File: src/rtl/if_stage.sv
`default_nettype none
// ============================================================================
//  Module   : if_stage
//  Purpose  : Instruction-fetch stage of the pipelined MIPS core. Owns the
//             fetch PC, presents the word address to the combinational
//             instruction memory and captures the fetched word into the
//             IF/ID pipeline register. Supports stall, flush and redirect
//             with MIPS delay-slot semantics (a redirect never kills the
//             instruction already in F).
//  Ports    : clk          - system clock, rising-edge
//             reset        - asynchronous, active-low reset
//             stall        - hold PC and IF/ID
//             flush        - turn IF/ID into a bubble (overrides stall)
//             redirect     - load redirect_pc into the PC (ignored on stall)
//             redirect_pc  - redirect target
//             im_addr      - word address to instruction memory
//             im_instr     - instruction word from instruction memory
//             pc_f         - current fetch PC
//             instr_d      - IF/ID instruction
//             pc_d         - IF/ID PC
//             pc8_d        - pc_d + 8 (link value for jal/jalr)
//             valid_d      - IF/ID holds a real fetched instruction
//             addr_err_d   - IF/ID instruction came from a bad fetch address
//  Revision : 1.0 - initial release
// ============================================================================
module if_stage #(
    parameter logic [31:0] PC_RESET = 32'h0000_3000,
    parameter logic [31:0] IM_BASE  = 32'h0000_3000,
    parameter int          IM_AW    = 12
) (
    input  logic             clk,
    input  logic             reset,
    input  logic             stall,
    input  logic             flush,
    input  logic             redirect,
    input  logic [31:0]      redirect_pc,
    output logic [IM_AW-1:0] im_addr,
    input  logic [31:0]      im_instr,
    output logic [31:0]      pc_f,
    output logic [31:0]      instr_d,
    output logic [31:0]      pc_d,
    output logic [31:0]      pc8_d,
    output logic             valid_d,
    output logic             addr_err_d
);

    localparam logic [31:0] c_pc_step   = 32'd4;
    localparam logic [31:0] c_link_step = 32'd8;

    logic [31:0] r_pc_f;
    logic [31:0] r_instr_d;
    logic [31:0] r_pc_d;
    logic        r_valid_d;
    logic        r_addr_err_d;

    logic [31:0] w_offset;
    logic        w_misaligned;
    logic        w_below_base;
    logic        w_above_top;
    logic        w_fetch_err;

    // Byte offset of the fetch PC inside the instruction memory window.
    // When pc_f >= IM_BASE this subtraction cannot wrap, so any set bit
    // above the word-address field means the PC is past the last word.
    assign w_offset     = r_pc_f - IM_BASE;
    assign im_addr      = w_offset[IM_AW+1:2];

    // pc_f[1:0] recovered from the offset so the whole difference feeds the
    // error logic; this holds for any IM_BASE alignment.
    assign w_misaligned = |(w_offset[1:0] + IM_BASE[1:0]);
    assign w_below_base = (r_pc_f < IM_BASE);
    assign w_above_top  = |w_offset[31:IM_AW+2];
    assign w_fetch_err  = w_misaligned | w_below_base | w_above_top;

    // Fetch PC: stall wins over redirect because the D stage is frozen too
    // and will re-present the redirect once the stall drops.
    always_ff @(posedge clk or negedge reset) begin
        if (!reset) begin
            r_pc_f <= PC_RESET;
        end else if (!stall) begin
            if (redirect) begin
                r_pc_f <= redirect_pc;
            end else begin
                r_pc_f <= r_pc_f + c_pc_step;
            end
        end
    end

    // IF/ID register. Flush overrides stall; a bad fetch still advances as a
    // valid slot carrying a nop so the exception can be raised downstream.
    always_ff @(posedge clk or negedge reset) begin
        if (!reset) begin
            r_instr_d    <= 32'd0;
            r_pc_d       <= PC_RESET;
            r_valid_d    <= 1'b0;
            r_addr_err_d <= 1'b0;
        end else if (flush) begin
            r_instr_d    <= 32'd0;
            r_pc_d       <= r_pc_f;
            r_valid_d    <= 1'b0;
            r_addr_err_d <= 1'b0;
        end else if (!stall) begin
            r_instr_d    <= w_fetch_err ? 32'd0 : im_instr;
            r_pc_d       <= r_pc_f;
            r_valid_d    <= 1'b1;
            r_addr_err_d <= w_fetch_err;
        end
    end

    assign pc_f       = r_pc_f;
    assign instr_d    = r_instr_d;
    assign pc_d       = r_pc_d;
    assign pc8_d      = r_pc_d + c_link_step;
    assign valid_d    = r_valid_d;
    assign addr_err_d = r_addr_err_d;

endmodule
`default_nettype wire

File: config.mk
export PLATFORM = sky130hd
export DESIGN_NAME = if_stage
export DESIGN_NICKNAME = d
export VERILOG_FILES = /design/src/rtl/if_stage.sv
export SDC_FILE = /design/constraint.sdc
export NUM_CORES = 1
export LEC_CHECK = 0
export CORE_MARGIN = 2
export CORE_UTILIZATION = 50
export CTS_BUF_LIST = sky130_fd_sc_hd__clkbuf_2 sky130_fd_sc_hd__clkbuf_4 sky130_fd_sc_hd__clkbuf_8
export DETAILED_ROUTE_END_ITERATION = 10
export PLACE_DENSITY_LB_ADDON = 0.15
export SLEW_MARGIN = 30
export SYNTH_ARGS = -nofsm -noshare
export SYNTH_HDL_FRONTEND = slang
export SYNTH_SLANG_ARGS = --single-unit
File: constraint.sdc
create_clock -name clk -period 4.2 [get_ports clk]
set_clock_uncertainty 0.15 [all_clocks]
set_input_delay 0.84 -clock clk [delete_from_list [all_inputs] [get_ports clk]]
set_output_delay 0.84 -clock clk [all_outputs]
set_load 0.01 [all_outputs]
==> reports/qor.txt <==
result of the run: finished clean
global-route wire length before repair: 26600 um
pwr dens: 339 mW/mm2
Starting DRT DRC Count: 418
Top Usage Layer GRT: met2
Async SR Flop Fraction: 100%
fin crit share: 92.3%
Post-Synth Adder-Cell Area: 0.652%
clock tree root driver cell: clkbuf_8
floorplan die area: 0.0124 mm2
Critical Path Slowest Stage Cell: clkdlybuf4s50_1
setup-violating endpoint count in the final report: 0
CTS Sinks: 98
post-synthesis mux area share: 6.93%
buffers and inverters on the worst path: 2
deepest clock path buffer count: 2
ant diodes: 0
cell family with the largest share of critical-path delay: simple AND/OR/NAND/NOR gates
met3 capacity usage during global routing: 5.08%
number of antenna violations at the first check in global routing: 0
dominant combinational cell family by area after synthesis: simple AND/OR/NAND/NOR gates
clock slew seen by the registers of the worst setup and hold paths: 90 ps
Cell variety after synth: 61
CTS H-Tree Depth: 3
number of enable flip-flop cells after synthesis: 0
critical path, cell by cell: ha_1, nand4_1, nor4_1, buf_4, nand4_1, nor2_1, xor2_1, clkdlybuf4s50_1
number of antenna-violating nets in the routed design: 0
Arrival @ worst endpoint: 2890 ps
utilization of the core after routing: 71.6%
required time at the endpoint of the critical path: 3210 ps
top post-synthesis cells by area: dfrtp_1, o31ai_2, mux2_1
RD Place Congestion: 0.853
Relative slew margins: 50.9%
top-area cell type share of the netlist area: 40.8%
area growth from synthesis to layout: 40.8%
quantity of gates resized following cts: 0
final slew viol count: 0
total routing usage reported by global routing: 26.3%
post-synthesis simple-gate area fraction: 23.3%
maximum cell stage delay along the critical path: 540 ps
RSZ-0062 raised after global routing: false
syn_nets: 670
insertion delay to the later sink of the worst-skew pair: 370 ps
number of synthesized register bits: 98
y dimension of the die: 111 um
via density per instance: 5.88
synthesized instance count: 598
horizontal die dimension: 111 um
post-synthesis compound-gate area fraction: 16.4%
fill cell instance count of the final layout: 887
most repeated library cell on the critical path: nand4_1
Port Buffer Count: 210
Congestion Overflow GR: 0
fraction of synthesized cell area in xor and xnor cells: 4.41%
max capacitance violation total: 0
minimum clock period after layout: 3880 ps
overall power consumption: 2750 uW
layout cell share with drive strength beyond 1: 10.1%
num ports: 211
hold slack final: 340 ps
# hold bufs at CTS: 0
met1 track utilization from global routing: 33.3%
nature of the critical path startpoint: register
transition time at the pin with the least slew margin: 737 ps
effective utilization at floorplan: 50.9%
post-synth design cell area: 0.00576 mm2
Synth Area per Inst: 9.63 um2
pin count of the biggest net entering global routing: 79
prevailing post-synth register cell: dfrtp_1
clock tree from TritonCTS: built
vias in the first global route: 5316
peak supply drop: 0.219 mV
row count: 39
critical path peak fanout: 6
path type of the worst min-delay path: in2async
area leader, netlist: dfrtp_1
number of buffers created by CTS: 9
final hold violation count: 0
count of warnings emitted by yosys: 0
static leakage: 0.00313 uW
core area: 0.0113 mm2
Detailed Routing Iterations Pass 1: 5
DP Wirelength: 11600 um
final routed wire length divided by cell count: 17.9 um
post-CTS repair timing setup buffer count: 0
setup total negative slack: 0 ps
register area share after synthesis: 42.7%
detailed-route via count: 5421
fin nets: 847
critical setup path kind: reg2out
global-route track usage on met2: 45.4%
Max Clk Rate: 258 MHz
final wirelength: 16500 um
kind of capture point of the worst setup path: output port
DRC viols: 0
-- cells in the mapped netlist (5+ instances only) --
master    number
nand4_1       13
buf_4         13
mux2_1        27
buf_1          6
xor2_1        11
xnor2_1       18
a22oi_1       11
o31ai_2       30
o21ai_0       14
nand3b_1      33
clkbuf_1      31
dfrtp_1       94
nor4_1         7
mux2i_1        5
nor2b_1        6
a21oi_1       11
inv_1          8
nand3_1       30
o21ai_1       15
nand2_1       70
nor2_1        36
nor3_1        14
and3_1        15
-- where the power goes --
group	switching (uW)	internal, uW
Clock	334	324
Combinational	369	496
Sequential	180	1050
-- area by class of cell --
class | count | area, um2 | area share, %
Clock buffer | 12 | 165 | 2.04
Inverter | 9 | 33.8 | 0.417
Sequential cell | 98 | 2460 | 30.3
Multi-Input combinational cell | 434 | 3020 | 37.3
Timing Repair Buffer | 223 | 2200 | 27.2
Clock inverter | 3 | 46.3 | 0.571
Tap cell | 143 | 179 | 2.21
-- flip-flops by register name, summed over array words and instances (netlist names) --
register / cells
instr_d: 32
pc_d: 32
pc_f: 32
addr_err_d: 1
valid_d: 1
-- cell families after synthesis --
group,after synthesis
AOI/OAI and AO/OA,115
buffers and inverters,66
xor gates and xnor gates,29
and+or+nand+nor,251
DFF,98
muxes,36
adders and majority gates,3
-- metal layers --
metal	vias up	share of wire (%)
met5	-	0
met4	0	2.1
met3	27	7.2
met2	223	50
met1	2669	41
li1	2502	-
-- final timing paths --
path	start	to	slack (ps)	cells after the start
hold reg to reg	instr_d[24]	instr_d[24]	340	2
hold / removal	reset	pc_d[7]	340	1
max in group asynchronous	reset	pc_f[25]	2850	2
min in group clk	instr_d[24]	instr_d[24]	340	2
setup reg to reg	pc_f[12]	addr_err_d	1250	7
setup / recovery	pc_d[3]	pc8_d[29]	320	8
-- metrics by stage --
step / instances / setup WS (ps) / area, um2
final: 922 / 323 / 8110
after global routing: 922 / 209 / 8110
after global placement: 907 / 828 / 7890
after CTS: 922 / 341 / 8100
after floorplan: 598 / 1320 / 5760
after detailed placement: 907 / 758 / 7890
-- cell usage in the layout, fill, tap and decap left out, types with 3 or more instances in the layout --
cell	instances
o31a_1	4
dfstp_2	4
o21ai_0	14
nor3b_1	3
clkbuf_8	12
and3_1	15
a21oi_1	11
nor3_1	14
o31ai_2	30
nand3b_1	33
nor2_1	36
nor4_1	7
or4_1	3
and4_1	3
a22oi_1	11
inv_1	8
mux2_1	27
xor2_1	10
o21ai_1	15
mux2i_1	5
clkdlybuf4s50_1	207
nand2b_1	4
o31ai_1	4
buf_4	12
nand4_1	13
a31oi_1	4
ha_1	3
nand2_1	70
dfrtp_1	94
nor4_2	3
nor2b_1	5
nand3_1	30
xnor2_1	18
and2_1	3
o211ai_1	4
mux2_2	4
(Power assumes the default switching activity.)
